==> src/rtl/hazard3_ahbl_mtimer.sv <==
// RISC-V machine timer (mtime/mtimecmp) and software-interrupt register on an AHB-Lite slave port.
// Zero-wait OKAY responses; illegal size/offset gets the two-cycle ERROR response.
module hazard3_ahbl_mtimer #(
  parameter int W_ADDR = 32,
  parameter int W_DATA = 32
) (
  input  logic              clk,
  input  logic              rst,
  input  logic              ahbls_hready,
  output logic              ahbls_hready_resp,
  output logic              ahbls_hresp,
  input  logic [W_ADDR-1:0] ahbls_haddr,
  input  logic              ahbls_hwrite,
  input  logic [1:0]        ahbls_htrans,
  input  logic              ahbls_hsel,
  input  logic [2:0]        ahbls_hsize,
  input  logic [W_DATA-1:0] ahbls_hwdata,
  output logic [W_DATA-1:0] ahbls_hrdata,
  input  logic              dbg_halted,
  output logic              timer_irq,
  output logic              soft_irq
);

  typedef enum logic [1:0] {IDLE, ERR1, ERR2} state_t;
  typedef struct packed {
    logic       vld;
    logic       write;
    logic [2:0] idx;
  } dph_t;

  state_t state, state_nxt;
  dph_t   dph;

  logic aphase, aph_err;
  assign aphase  = ahbls_hsel && ahbls_htrans[1] && ahbls_hready;
  assign aph_err = (ahbls_hsize != 3'b010) || (ahbls_haddr[4:0] > 5'h18);

  // Fabric decodes the upper address bits; htrans[0] (SEQ) carries no meaning here.
  logic unused_bits;
  assign unused_bits = ^{ahbls_htrans[0], ahbls_haddr[W_ADDR-1:5], ahbls_haddr[1:0]};

  always_ff @(posedge clk or posedge rst) begin
    if (rst) begin
      state <= IDLE;
      dph   <= '0;
    end else begin
      state <= state_nxt;
      if (ahbls_hready) begin
        dph.vld   <= aphase && !aph_err;
        dph.write <= ahbls_hwrite;
        dph.idx   <= ahbls_haddr[4:2];
      end
    end
  end

  always_comb begin
    state_nxt         = state;
    ahbls_hready_resp = 1'b1;
    ahbls_hresp       = 1'b0;
    case (state)
      IDLE: if (aphase && aph_err) state_nxt = ERR1;
      ERR1: begin
        state_nxt         = ERR2;
        ahbls_hready_resp = 1'b0;
        ahbls_hresp       = 1'b1;
      end
      ERR2: begin
        // Bus is ready again here, so the next address phase may already be erroneous.
        state_nxt   = (aphase && aph_err) ? ERR1 : IDLE;
        ahbls_hresp = 1'b1;
      end
      default: state_nxt = IDLE;
    endcase
  end

  logic wen;
  logic wr_ctrl, wr_presc, wr_mtime, wr_mtimeh, wr_cmp, wr_cmph, wr_msip;
  assign wen       = dph.vld && dph.write;
  assign wr_ctrl   = wen && dph.idx == 3'd0;
  assign wr_presc  = wen && dph.idx == 3'd1;
  assign wr_mtime  = wen && dph.idx == 3'd2;
  assign wr_mtimeh = wen && dph.idx == 3'd3;
  assign wr_cmp    = wen && dph.idx == 3'd4;
  assign wr_cmph   = wen && dph.idx == 3'd5;
  assign wr_msip   = wen && dph.idx == 3'd6;

  logic        en, dbgpause, msip;
  logic [15:0] prescale, presc_ctr;
  logic [63:0] mtime, mtimecmp;
  logic        active, tick;

  assign active = en && !(dbgpause && dbg_halted);
  assign tick   = active && (presc_ctr == prescale);

  always_ff @(posedge clk or posedge rst) begin
    if (rst) begin
      en        <= 1'b0;
      dbgpause  <= 1'b1;
      prescale  <= 16'h0;
      presc_ctr <= 16'h0;
      mtime     <= 64'h0;
      mtimecmp  <= '1;
      msip      <= 1'b0;
      timer_irq <= 1'b0;
      soft_irq  <= 1'b0;
    end else begin
      if (wr_ctrl)  {dbgpause, en} <= ahbls_hwdata[1:0];
      if (wr_presc) prescale       <= ahbls_hwdata[15:0];
      // Reprogramming restarts the prescale period from zero.
      if (wr_ctrl || wr_presc) presc_ctr <= 16'h0;
      else if (active)         presc_ctr <= tick ? 16'h0 : presc_ctr + 16'h1;
      // A bus write to either half swallows a coincident tick.
      if (wr_mtime || wr_mtimeh) begin
        if (wr_mtime)  mtime[31:0]  <= ahbls_hwdata[31:0];
        if (wr_mtimeh) mtime[63:32] <= ahbls_hwdata[31:0];
      end else if (tick) begin
        mtime <= mtime + 64'h1;
      end
      if (wr_cmp)  mtimecmp[31:0]  <= ahbls_hwdata[31:0];
      if (wr_cmph) mtimecmp[63:32] <= ahbls_hwdata[31:0];
      if (wr_msip) msip            <= ahbls_hwdata[0];
      timer_irq <= mtime >= mtimecmp;
      soft_irq  <= msip;
    end
  end

  always_comb begin
    ahbls_hrdata = '0;
    if (dph.vld && !dph.write) begin
      case (dph.idx)
        3'd0:    ahbls_hrdata = {30'h0, dbgpause, en};
        3'd1:    ahbls_hrdata = {16'h0, prescale};
        3'd2:    ahbls_hrdata = mtime[31:0];
        3'd3:    ahbls_hrdata = mtime[63:32];
        3'd4:    ahbls_hrdata = mtimecmp[31:0];
        3'd5:    ahbls_hrdata = mtimecmp[63:32];
        3'd6:    ahbls_hrdata = {31'h0, msip};
        default: ahbls_hrdata = '0;
      endcase
    end
  end

endmodule

==> config.mk <==
export PLATFORM = sky130hd
export DESIGN_NAME = hazard3_ahbl_mtimer
export DESIGN_NICKNAME = d
export VERILOG_FILES = /design/src/rtl/hazard3_ahbl_mtimer.sv
export SDC_FILE = /design/constraint.sdc
export NUM_CORES = 1
export LEC_CHECK = 0
export ABC_AREA = 1
export ABC_CLOCK_PERIOD_IN_PS = 11400
export CAP_MARGIN = 0
export CORE_MARGIN = 2
export CORE_UTILIZATION = 35
export DETAILED_ROUTE_END_ITERATION = 8
export HOLD_SLACK_MARGIN = 0.15
export PLACE_DENSITY_LB_ADDON = 0.08
export SYNTH_ARGS = -nofsm -noshare
export SYNTH_HDL_FRONTEND = slang
export SYNTH_SLANG_ARGS = --single-unit
==> constraint.sdc <==
create_clock -name clk -period 11.4 [get_ports clk]
set_input_delay 2.85 -clock clk [delete_from_list [all_inputs] [get_ports clk]]
set_output_delay 2.85 -clock clk [all_outputs]
set_load 0.02 [all_outputs]
==> results_tabular.tex, run 1 <==
\begin{tabular}{lr}
\hline
Metric & Value \\
\hline
\multicolumn{2}{l}{\textbf{Setup path}} \\
Kind of start point of the critical path & flip-flop \\
Critical Path Source & dph[0]\$\_DFFE\_PP0P\_ \\
Critical path data arrival time & roughly 3.5 ns \\
Nature of the critical path endpoint & primary output \\
Largest fanout of any net on the critical path & 19 \\
Logic depth of the worst register-to-register path & 11 \\
Critical path class & flip-flop to primary output \\
Start of the worst register-to-register path & dph[2]\$\_DFFE\_PP0P\_ \\
Data required, critical path & 8.55 ns \\
\multicolumn{2}{l}{\textbf{Logic synthesis}} \\
List of most frequent post-synthesis cells & sky130\_fd\_sc\_hd\_\_nand2\_1 (618), sky130\_fd\_sc\_hd\_\_nor2\_1 (254), sky130\_fd\_sc\_hd\_\_inv\_1 (181), sky130\_fd\_sc\_hd\_\_nand3\_1 (112), sky130\_fd\_sc\_hd\_\_dfrtp\_1 (107) \\
Most common cell in the netlist & sky130\_fd\_sc\_hd\_\_nand2\_1 \\
Number of synthesized register bits & approximately 170 \\
Post-synthesis net count & between 1500 and 2000 \\
Number of synthesis warnings & 0 \\
Number of distinct library cell variants in the gate-level netlist after synthesis & 42 \\
Avg Inst Size Synth & about 6.7 sq um \\
Mapped cell area & 12400 sq um \\
Largest area contributor in the synthesized netlist & sky130\_fd\_sc\_hd\_\_dfrtp\_1 \\
Number of instances in the synthesized netlist & between 1500 and 2000 \\
Fraction of post-synthesis cell area in the top cell type by area & 21.7\% \\
Proportion of synthesized chip area in sequential cells & 35.5\% \\
Count of flip-flops with a built-in enable after synthesis & 0 \\
Area contributors post-synth & sky130\_fd\_sc\_hd\_\_dfrtp\_1 (22\%), sky130\_fd\_sc\_hd\_\_nand2\_1 (19\%), sky130\_fd\_sc\_hd\_\_dfstp\_2 (14\%) \\
Share of async-settable or async-resettable flops after synthesis & 100\% \\
Leading register cell type out of synthesis & sky130\_fd\_sc\_hd\_\_dfrtp\_1 \\
\multicolumn{2}{l}{\textbf{Floorplan}} \\
Die X & about 190 microns \\
Starting utilization of the core area & between 30\% and 40\% \\
Die height & between 150 and 200 microns \\
Num rows & 68 \\
Core region area & between 30000 and 40000 sq um \\
\# IOs & between 100 and 150 \\
Full die area & 36800 sq um \\
\multicolumn{2}{l}{\textbf{Route}} \\
DRC violation count after routing & 0 \\
Antenna violation net count after detailed routing & 0 \\
1st-iter DRT viols & roughly 830 \\
DR vias & $\sim$12000 \\
Detailed-route wire length & roughly 45000 microns \\
Routed wire per std cell & 19.1 microns \\
Number of optimization iterations in the first detailed-route pass & 6 \\
Via count normalized by instance count & 5.17 \\
\multicolumn{2}{l}{\textbf{Power and ir drop}} \\
Highest ir drop seen on vdd & roughly 0.12 mV \\
Leakage dissipation & approximately 7.3 nW \\
P per Cell Area & 162 nW/um\^{}2 \\
\multicolumn{2}{l}{\textbf{Global route}} \\
Wire length of the first global-routing pass & around 70000 microns \\
Vias in the first global route & about 12000 \\
Overflow left after global routing & 0 \\
Maximum number of pins on one net before global-route repair & 65 \\
Number of antenna violations at the first check in global routing & 0 \\
Total global routing track utilization & between 20 and 30\% \\
\multicolumn{2}{l}{\textbf{Clock network}} \\
Number of gates given a new drive strength after cts & 0 \\
Clock-pin transition on the worst setup and hold timing paths & 0.07 ns \\
Num CTS Buffers & 17 \\
\# Post-CTS Setup Buffers & 0 \\
Maximum clock path buffer count & 2 \\
Hold-fix buffers, CTS & 0 \\
Clock tree from TritonCTS & done \\
Skew-Pair Late Insertion Delay & 0.46 ns \\
Clock sinks & 172 \\
H-Tree Depth & 4 \\
Root buffer cell & sky130\_fd\_sc\_hd\_\_clkbuf\_16 \\
\multicolumn{2}{l}{\textbf{STA}} \\
Aggregate negative setup slack & 0 ns \\
Worst slew pin tran & approximately 1.1 ns \\
Relative max-transition margin & 24.9\% \\
Final Hold Viols & 0 \\
Maximum operating frequency & roughly 160 MHz \\
Endpoints failing setup & 0 \\
Minimum period implied by the final worst setup slack & 6.35 ns \\
Final Hold Slack & around 0.38 ns \\
Unrepaired setup endpoints after global routing & no \\
Clock Skews & approximately 0.014 ns \\
Number of pins exceeding their max-slew limit in the final report & 0 \\
Final Cycle Share & $\sim$56\% \\
\multicolumn{2}{l}{\textbf{Finish}} \\
Final \#Nets & about 2000 \\
Layout cell share with drive strength beyond 1 & under 10\% \\
Final std cells w/o fill & 2356 \\
Number of antenna diodes & 0 \\
Area Growth Syn to Fin & 14.0\% \\
\multicolumn{2}{l}{\textbf{Placement}} \\
Dpl cells & between 2000 and 2500 \\
Final weighted congestion in routability-driven placement & a little under 1 \\
Number of buffers inserted by port buffering & between 80 and 90 \\
Estimated wirelength of the detail-placed design & about 34000 microns \\
\multicolumn{2}{l}{\textbf{Status}} \\
Status & complete, no violations \\
\multicolumn{2}{l}{\textbf{Min path}} \\
Hold Path Depth & 0 \\
Hold crit path type & flip-flop to flip-flop \\
HP Start & msip\$\_DFFE\_PP0P\_ \\
\multicolumn{2}{l}{\textbf{Run}} \\
Maximum capacitance violations & 0 \\
\hline
\end{tabular}
## state kept, by name, indices dropped and copies added, names as in the netlist
register,flops
timer_irq,1
msip,1
mtime,64
soft_irq,1
presc_ctr,16
dph,5
mtimecmp,64
state,2
prescale,16
dbgpause,1
en,1
## per-stage QoR
step	util [%]	instance area (sq um)	power, mW	setup WS (ns)
floorplan	-	12400	1.41	4.00
global placement	39.1	13500	1.71	5.62
detailed placement	39.1	13500	1.71	5.62
CTS	40.7	14100	2.30	5.10
global route	40.7	14100	2.46	4.90
finish	40.7	14100	2.28	5.05
## cell type report
type,instances,area [sq um]
inverters,191,722
clock inverters,13,120
clock buffers,19,433
multi-input cells,1414,6970
flip-flops and latches,172,4390
fillers,3771,20500
repair buffers,92,896
well taps,455,569
## report_power, final
part / total (mW) / switching, mW / internal (mW) / leakage (nW)
clock: 0.573 / 0.272 / 0.301 / 0.252
sequential: 0.813 / 0.0990 / 0.714 / 1.78
combinational: 0.898 / 0.603 / 0.294 / 5.23
## worst max-delay path: stages, from the launching register on
cell and delay, ns:
sky130_fd_sc_hd__dfrtp_1 0.49, sky130_fd_sc_hd__nor2_1 0.27, sky130_fd_sc_hd__nand2_1 0.53, sky130_fd_sc_hd__inv_2 0.70, sky130_fd_sc_hd__a221oi_1 0.23, sky130_fd_sc_hd__nor2_1 0.15, sky130_fd_sc_hd__clkdlybuf4s50_1 0.64
## path summary, 6_finish.rpt
check | slack, ns | end
max in group asynchronous | 7.36 | mtime[19]$_DFFE_PP0P_
worst max-delay path | 5.05 | ahbls_hrdata[18]
worst min register to register | 0.38 | soft_irq$_DFF_PP0_
worst max register to register | 6.36 | mtime[16]$_DFFE_PP0P_
min in group asynchronous | 2.80 | mtime[60]$_DFFE_PP0P_
worst min-delay path | 0.38 | soft_irq$_DFF_PP0_
## kinds of logic (layout without fill, tap and decap cells)
group	after synthesis	count (layout)	share of synthesized area, %
buffers and inverters	252	315	8.26
AND/OR/NAND/NOR	1047	1047	34.5
adder cells (fa/ha/maj)	71	71	7.19
flip-flops	172	172	35.5
XOR/XNOR	35	35	2.48
AO/OA/AOI/OAI	261	261	12.1
## per-layer routing
metal / global-route usage, % / up-vias / routed length, microns
met5: 0 / - / 0
met4: 6.15 / 0 / 692
met3: 3.62 / 31 / 1970
met2: 42.9 / 312 / 21500
met1: 34.3 / 5785 / 20800
li1: - / 6052 / -
## layout by cell type, fill, tap and decap left out, types with 18 or more instances in the layout
cell                              instances
sky130_fd_sc_hd__o21ai_0                 94
sky130_fd_sc_hd__a21oi_1                 70
sky130_fd_sc_hd__nor2_1                 253
sky130_fd_sc_hd__o22ai_1                 45
sky130_fd_sc_hd__inv_1                  180
sky130_fd_sc_hd__nand2_1                617
sky130_fd_sc_hd__dfstp_2                 65
sky130_fd_sc_hd__clkdlybuf4s50_1         82
sky130_fd_sc_hd__nand4_1                 27
sky130_fd_sc_hd__nand3_1                112
sky130_fd_sc_hd__ha_1                    71
sky130_fd_sc_hd__xor2_1                  18
sky130_fd_sc_hd__dfrtp_1                107
Power figures use the tool's default switching activity.
==> run 2, diff against run 1 <==
ABC_CLOCK_PERIOD_IN_PS = 5400   (was 11400)
clock period = 5.4 ns   (was 11.4 ns; I/O delays follow)
==> run 2 against run 1 <==
  * Critical path depth grew 2
  * Core utilization grew 0.051 points
  * Wire length grew 1.2%
  * Critical path type unchanged
  * Critical endpoint is now ahbls_hrdata[0]
  * Largest cell class unchanged
  * Largest power group unchanged
==> results_tabular.tex, run 2 (same netlist as run 1, synthesis figures left out) <==
\begin{tabular}{lr}
\hline
Metric & Value \\
\hline
\multicolumn{2}{l}{\textbf{Clock network}} \\
Number of gates given a new drive strength after cts & 0 (unchanged) \\
Num CTS Buffers & 17 (unchanged) \\
Skew-Pair Late Insertion Delay & 0.46 ns (about the same) \\
Root buffer cell & sky130\_fd\_sc\_hd\_\_clkbuf\_16 \\
Clock tree from TritonCTS & done \\
Clock sinks & 172 (unchanged) \\
\# Post-CTS Setup Buffers & 0 (unchanged) \\
H-Tree Depth & 4 (unchanged) \\
Clock-pin transition on the worst setup and hold timing paths & 0.07 ns (about the same) \\
Maximum clock path buffer count & 2 (unchanged) \\
Hold-fix buffers, CTS & 0 (unchanged) \\
\multicolumn{2}{l}{\textbf{Floorplan}} \\
Full die area & 36800 sq um (unchanged) \\
\# IOs & 111 (unchanged) \\
Num rows & 68 (unchanged) \\
Starting utilization of the core area & 35.7\% (unchanged) \\
Core region area & 34600 sq um (unchanged) \\
Die height & 192 microns (unchanged) \\
Die X & 192 microns (unchanged) \\
\multicolumn{2}{l}{\textbf{Setup path}} \\
Critical path's top delay family & buffers and inverters \\
Data required, critical path & 4.05 ns (-4.50 ns) \\
Cell breakdown of the critical path & nor2\_1, nand2\_1, inv\_2, nand2\_1, o21ai\_0, nor3\_1, nor2\_1, clkdlybuf4s50\_1 \\
CP Buf/Inv Count & 2 (unchanged) \\
Start of the worst register-to-register path & dph[2]\$\_DFFE\_PP0P\_ \\
Worst setup slack for register-to-register paths & 1.16 ns (-5.20 ns) \\
Kind of start point of the critical path & flip-flop \\
Critical path class & flip-flop to primary output \\
Max stage delay cell, worst path & sky130\_fd\_sc\_hd\_\_inv\_2 \\
Critical Path Source & dph[0]\$\_DFFE\_PP0P\_ \\
CP Capture Point & ahbls\_hrdata[0] \\
Nature of the critical path endpoint & primary output \\
CP max stage delay & 0.66 ns (-0.04 ns) \\
Worst r2r dst & mtime[63]\$\_DFFE\_PP0P\_ \\
Largest fanout of any net on the critical path & 19 (unchanged) \\
Logic depth of the worst register-to-register path & 11 (unchanged) \\
Critical path data arrival time & 3.44 ns (-0.06 ns) \\
Logic depth of the worst path, buffers included & 8 (+2) \\
\multicolumn{2}{l}{\textbf{Power and ir drop}} \\
Part of the total power dissipated in combinational logic & 39.4\% (about the same) \\
Clock network fraction of total power & 25.2\% (about the same) \\
Highest ir drop seen on vdd & 0.265 mV (+110\%) \\
Leakage dissipation & 7.28 nW (+0.24\%) \\
Proportion of total power due to net switching & 43.3\% (+0.69 points) \\
P per Cell Area & 343 nW/um\^{}2 (+110\%) \\
Cell Int Power & 2.74 mW (+110\%) \\
Fraction of power consumed by sequential logic & 35.5\% (about the same) \\
Total net switching power & 2.10 mW (+120\%) \\
\multicolumn{2}{l}{\textbf{Global route}} \\
Number of antenna violations at the first check in global routing & 0 (unchanged) \\
Vias in the first global route & 11800 (-1.8\%) \\
Wire length of the first global-routing pass & 70200 microns (-0.41\%) \\
Overflow left after global routing & 0 (unchanged) \\
Maximum number of pins on one net before global-route repair & 118 (+82\%) \\
Total global routing track utilization & 25.5\% (about the same) \\
\multicolumn{2}{l}{\textbf{Finish}} \\
Most frequent standard cell in the layout excluding fill and tap cells & sky130\_fd\_sc\_hd\_\_nand2\_1 \\
Commonest cells after routing, fill and taps aside & sky130\_fd\_sc\_hd\_\_nand2\_1 (617), sky130\_fd\_sc\_hd\_\_nor2\_1 (253), sky130\_fd\_sc\_hd\_\_inv\_1 (180) \\
Filler Cell Count & 3728 (-1.1\%) \\
Layout cell share with drive strength beyond 1 & 6.89\% (+0.10 points) \\
Final \#Nets & 2035 (+0.049\%) \\
Area used by sequential logic in the layout & 4390 sq um (unchanged) \\
Total area of multi-input combinational cells & 6970 sq um (unchanged) \\
Number of antenna diodes & 0 (unchanged) \\
Largest regs & mtime (64), mtimecmp (64) \\
Area Growth Syn to Fin & 14.1\% \\
\multicolumn{2}{l}{\textbf{STA}} \\
Relative max-transition margin & 24.9\% (about the same) \\
Post-layout worst setup margin & 0.612 ns (-4.44 ns) \\
Number of pins exceeding their max-slew limit in the final report & 0 (unchanged) \\
Clock Skews & 0.0136 ns (-0.000441 ns) \\
Maximum operating frequency & between 200 and 250 MHz \\
Minimum period implied by the final worst setup slack & 4.79 ns \\
Aggregate negative setup slack & 0 ns (unchanged) \\
Final Hold Viols & 0 (unchanged) \\
Unrepaired setup endpoints after global routing & no \\
Worst slew pin tran & 1.13 ns (+0.000217 ns) \\
Endpoints failing setup & 0 (unchanged) \\
Final Hold Slack & 0.381 ns (+0.000640 ns) \\
Final Cycle Share & about nine tenths \\
\multicolumn{2}{l}{\textbf{Route}} \\
Detailed-route wire length & 45500 microns (+1.2\%) \\
1st-iter DRT viols & 779 (-5.6\%) \\
Antenna violation net count after detailed routing & 0 (unchanged) \\
DR vias & 12200 (+0.33\%) \\
Via count normalized by instance count & 5.18 (+0.29\%) \\
DRC violation count after routing & 0 (unchanged) \\
Routed wire per std cell & 19.3 microns (+1.2\%) \\
Number of optimization iterations in the first detailed-route pass & 8 (+2) \\
\multicolumn{2}{l}{\textbf{Run}} \\
Maximum capacitance violations & 0 (unchanged) \\
\multicolumn{2}{l}{\textbf{Placement}} \\
Number of buffers inserted by port buffering & 82 (unchanged) \\
Estimated wirelength of the detail-placed design & 34200 microns (+0.95\%) \\
Final weighted congestion in routability-driven placement & 0.987 (-0.28\%) \\
Setup slack at placement & 1.10 ns (-4.52 ns) \\
\multicolumn{2}{l}{\textbf{Status}} \\
Status & complete, no violations \\
\multicolumn{2}{l}{\textbf{Min path}} \\
Hold crit path type & flip-flop to flip-flop \\
\hline
\end{tabular}
-- run 2: changes by cell type in the layout (fill, tap and decap cells not counted), sizes merged --
cell      change
inv           +5
clkinv        -2
clkinvlp      -2
buf           +1
bufinv        -1
-- run 2: worst min path at each step --
stage                     start                 end  slack [ns]  depth (start not counted)
2_1_floorplan  msip$_DFFE_PP0P_  soft_irq$_DFF_PP0_        0.35                          0
5_1_grt        msip$_DFFE_PP0P_  soft_irq$_DFF_PP0_        0.40                          0
3_3_place_gp   msip$_DFFE_PP0P_  soft_irq$_DFF_PP0_        0.37                          0
6_report       msip$_DFFE_PP0P_  soft_irq$_DFF_PP0_        0.38                          0
4_1_cts        msip$_DFFE_PP0P_  soft_irq$_DFF_PP0_        0.38                          0
3_5_place_dp   msip$_DFFE_PP0P_  soft_irq$_DFF_PP0_        0.36                          0
-- run 2: layout make-up --
cell class                      count  share of cell area [%]
Sequential cell                   172                    31.1
Inverter                          191                    5.11
Clock inverter                     13                   0.771
Tap cell                          455                    4.03
Clock buffer                       19                    3.14
Multi-Input combinational cell   1414                    49.4
Timing Repair Buffer               93                    6.49
-- run 2: through the flow --
step	instances	cell area, sq um	util [%]	power [mW]
2_1_floorplan	1838	12400	-	2.97
3_3_place_gp	2325	13600	39.2	3.61
3_5_place_dp	2325	13600	39.2	3.63
4_1_cts	2357	14100	40.7	4.87
5_1_grt	2357	14100	40.7	5.20
6_report	2357	14100	40.7	4.84
-- run 2: metal layers --
metal  vias to the layer above  wire length, microns  GRT usage, %  part of all wire (%)
met1                      5793                 21300          34.3                    47
met2                       290                 21300          41.8                    47
met3                        63                  1820          3.84                   4.0
met5                         -                     0             0                     0
li1                       6074                     -             -                     -
met4                         0                  1170          8.17                   2.6
-- run 2: power by group through the flow --
| stage | logic [mW] | registers, mW | clock network (mW) |
|---|---|---|---|
| after global placement | 1.88 | 1.73 | 0 |
| after detailed placement | 1.89 | 1.74 | 0 |
| final | 1.91 | 1.72 | 1.22 |
| after floorplan | 1.31 | 1.66 | 0 |
| after global routing | 2.16 | 1.74 | 1.30 |
| after CTS | 1.91 | 1.71 | 1.25 |
==> run 3, diff against run 2 <==
CORE_UTILIZATION = 29   (was 35)
SLEW_MARGIN = 20   (was default)
==> run 3 against run 2 <==
  * Clock power grew 19%
  * Wire length up 4.7%
  * Clock skew grew 0.0043 ns
  * Core utilization decreased by 6.6 points
  * Sequential power about the same
  * Largest cell class unchanged
  * Count of clock-buffer cells in the layout is 3 higher
  * Power grew 5.1%
  * Cell count rose by 3.6%
  * Sequential share of layout area decreased by 0.51 points
  * Worst hold slack better by 0.0040 ns
  * Flip-flop and latch count unchanged
==> results_tabular.tex, run 3 (same netlist as run 1, synthesis figures left out) <==
\begin{tabular}{lr}
\hline
Metric & Value \\
\hline
\multicolumn{2}{l}{\textbf{Clock network}} \\
Clock sinks & 172 (unchanged) \\
Clock-pin transition on the worst setup and hold timing paths & 0.07 ns (about the same) \\
Clock tree from TritonCTS & done \\
Skew-Pair Late Insertion Delay & 0.47 ns (about the same) \\
Root buffer cell & sky130\_fd\_sc\_hd\_\_clkbuf\_16 \\
Maximum clock path buffer count & 2 (unchanged) \\
\# Post-CTS Setup Buffers & 0 (unchanged) \\
Num CTS Buffers & 17 (unchanged) \\
H-Tree Depth & 4 (unchanged) \\
Hold-fix buffers, CTS & 0 (unchanged) \\
Number of gates given a new drive strength after cts & 0 (unchanged) \\
\multicolumn{2}{l}{\textbf{Route}} \\
Routed wire per std cell & 19.5 microns (+1.0\%) \\
Via count normalized by instance count & 4.97 (-4.2\%) \\
Routed length on met1 & 22900 microns (+7.8\%) \\
Antenna violation net count after detailed routing & 0 (unchanged) \\
DRC violation count after routing & 0 (unchanged) \\
DR vias & 12100 (-0.74\%) \\
1st-iter DRT viols & 778 (-0.13\%) \\
Number of optimization iterations in the first detailed-route pass & 5 (-3) \\
DR WL met3 & 1580 microns (-13\%) \\
Detailed-route wire length & 47700 microns (+4.7\%) \\
Met2 WL & 22400 microns (+5.3\%) \\
Highest metal used & met4 \\
\multicolumn{2}{l}{\textbf{Power and ir drop}} \\
Part of the total power dissipated in combinational logic & 37.7\% (-1.7 points) \\
Proportion of total power due to net switching & 41.0\% (-2.3 points) \\
Clock network fraction of total power & 28.5\% (+3.3 points) \\
Cell Int Power & 3.00 mW (+9.4\%) \\
Total net switching power & 2.09 mW (-0.62\%) \\
P per Cell Area & 355 nW/um\^{}2 (+3.3\%) \\
Fraction of power consumed by sequential logic & 33.8\% (-1.7 points) \\
Leakage dissipation & 7.35 nW (+1.1\%) \\
Highest ir drop seen on vdd & 0.167 mV (-37\%) \\
\multicolumn{2}{l}{\textbf{STA}} \\
Relative max-transition margin & 36.3\% (+11 points) \\
Worst slew pin tran & 0.954 ns (-0.172 ns) \\
Unrepaired setup endpoints after global routing & no \\
Maximum operating frequency & 217 MHz (+4.1\%) \\
Clock Skews & 0.0179 ns (+0.00428 ns) \\
Final Cycle Share & 85.1\% (-3.5 points) \\
Endpoints failing setup & 0 (unchanged) \\
Aggregate negative setup slack & 0 ns (unchanged) \\
Final Hold Slack & 0.385 ns (+0.00402 ns) \\
Number of pins exceeding their max-slew limit in the final report & 0 (unchanged) \\
Minimum period implied by the final worst setup slack & 4.60 ns (-0.190 ns) \\
Final Hold Viols & 0 (unchanged) \\
\multicolumn{2}{l}{\textbf{Global route}} \\
Overflow left after global routing & 0 (unchanged) \\
Number of antenna violations at the first check in global routing & 0 (unchanged) \\
Wire length of the first global-routing pass & 73100 microns (+4.1\%) \\
Maximum number of pins on one net before global-route repair & 103 (-13\%) \\
Vias in the first global route & 11700 (-0.84\%) \\
Total global routing track utilization & 22.1\% (-3.4 points) \\
\multicolumn{2}{l}{\textbf{Finish}} \\
Final \#Nets & 2037 (+0.098\%) \\
Layout cell share with drive strength beyond 1 & 6.99\% (+0.098 points) \\
Number of antenna diodes & 0 (unchanged) \\
Most frequent standard cell in the layout excluding fill and tap cells & sky130\_fd\_sc\_hd\_\_nand2\_1 \\
Commonest cells after routing, fill and taps aside & sky130\_fd\_sc\_hd\_\_nand2\_1 (617), sky130\_fd\_sc\_hd\_\_nor2\_1 (253), sky130\_fd\_sc\_hd\_\_inv\_1 (180) \\
Area Growth Syn to Fin & 16.0\% \\
Final std cells w/o fill & 2443 (+3.6\%) \\
Largest regs & mtime (64), mtimecmp (64) \\
\multicolumn{2}{l}{\textbf{Floorplan}} \\
Core region area & 42000 sq um (+21\%) \\
Num rows & 75 (+10\%) \\
Die height & 210 microns (+9.7\%) \\
Starting utilization of the core area & 29.4\% (-6.3 points) \\
\# IOs & 111 (unchanged) \\
Die X & 210 microns (+9.7\%) \\
Full die area & 44300 sq um (+20\%) \\
\multicolumn{2}{l}{\textbf{Placement}} \\
Estimated wirelength of the detail-placed design & 35700 microns (+4.2\%) \\
Number of buffers inserted by port buffering & 82 (unchanged) \\
Final weighted congestion in routability-driven placement & 0.962 (-2.5\%) \\
Dpl cells & 2411 (+3.7\%) \\
\multicolumn{2}{l}{\textbf{Min path}} \\
Hold crit path type & flip-flop to flip-flop \\
\multicolumn{2}{l}{\textbf{Setup path}} \\
Kind of start point of the critical path & flip-flop \\
Largest fanout of any net on the critical path & 9 (-10) \\
Data required, critical path & 4.05 ns (about the same) \\
Nature of the critical path endpoint & primary output \\
Critical path class & flip-flop to primary output \\
Worst setup slack for register-to-register paths & 1.96 ns (+0.80 ns) \\
Cell breakdown of the critical path & nand3\_1, clkinv\_1, a211oi\_1, nor2\_1, clkdlybuf4s50\_1 \\
Critical path data arrival time & 3.25 ns (-0.19 ns) \\
CP max stage delay & 0.59 ns (-0.07 ns) \\
Max stage delay cell, worst path & sky130\_fd\_sc\_hd\_\_clkdlybuf4s50\_1 \\
\multicolumn{2}{l}{\textbf{Run}} \\
Maximum capacitance violations & 0 (unchanged) \\
\multicolumn{2}{l}{\textbf{Status}} \\
Status & complete, no violations \\
\hline
\end{tabular}
==> run 3: cell count changes in the layout (fill, tap and decap cells not counted), sizes merged <==
cell | before | now
buf | 11 | 13
bufinv | 0 | 5
clkbuf | 19 | 22
clkinvlp | 4 | 1
inv | 196 | 191
==> run 3: cell type report <==
| cell class | instances | area [sq um] |
|---|---|---|
| repair buffers | 95 | 931 |
| well taps | 539 | 674 |
| multi-input cells | 1414 | 6970 |
| inverters | 191 | 721 |
| clock buffers | 22 | 484 |
| fillers | 4594 | 27700 |
| flip-flops and latches | 172 | 4390 |
| clock inverters | 10 | 183 |
==> run 3: path summary, 6_finish.rpt <==
kind                                    start               endpoint  cells after the start
max                        dph[0]$_DFFE_PP0P_        ahbls_hrdata[2]                      5
min                          msip$_DFFE_PP0P_     soft_irq$_DFF_PP0_                      0
max reg2reg                dph[2]$_DFFE_PP0P_  mtime[20]$_DFFE_PP0P_                     10
min reg2reg                  msip$_DFFE_PP0P_     soft_irq$_DFF_PP0_                      0
max in group asynchronous                 rst  mtime[15]$_DFFE_PP0P_                      3
min in group asynchronous                 rst  mtime[57]$_DFFE_PP0P_                      2
==> run 3: metrics by stage <==
stage / instance area, sq um / utilization (%) / setup slack [ns] / power, mW
2_1_floorplan: 12400 / - / 1.91 / 2.97
3_3_place_gp: 13700 / 32.5 / 1.28 / 3.65
3_5_place_dp: 13700 / 32.5 / 1.29 / 3.65
4_1_cts: 14300 / 34.1 / 0.773 / 5.13
5_1_grt: 14300 / 34.1 / 0.750 / 5.46
6_report: 14300 / 34.1 / 0.802 / 5.09
==> run 3: power groups by stage <==
stage,combinational (mW),sequential [mW],clock (mW)
6_report,1.92,1.72,1.45
5_1_grt,2.18,1.75,1.54
4_1_cts,1.92,1.72,1.49
3_5_place_dp,1.92,1.74,0
3_3_place_gp,1.91,1.74,0
2_1_floorplan,1.31,1.66,0
==> run 3: routing by layer <==
metal / up-vias / GRT usage (%)
li1: 6062 / -
met1: 5787 / 30.4
met2: 240 / 36.9
met3: 41 / 2.43
met4: 0 / 5.68
met5: - / 0
==> run 3: critical path, delay by kind of cell (launching register included) <==
kind	cells	cell delay (ns)
AOI/OAI and AO/OA	1	0.47
buffers and inverters	2	1.13
DFF	1	0.49
and+or+nand+nor	2	0.70
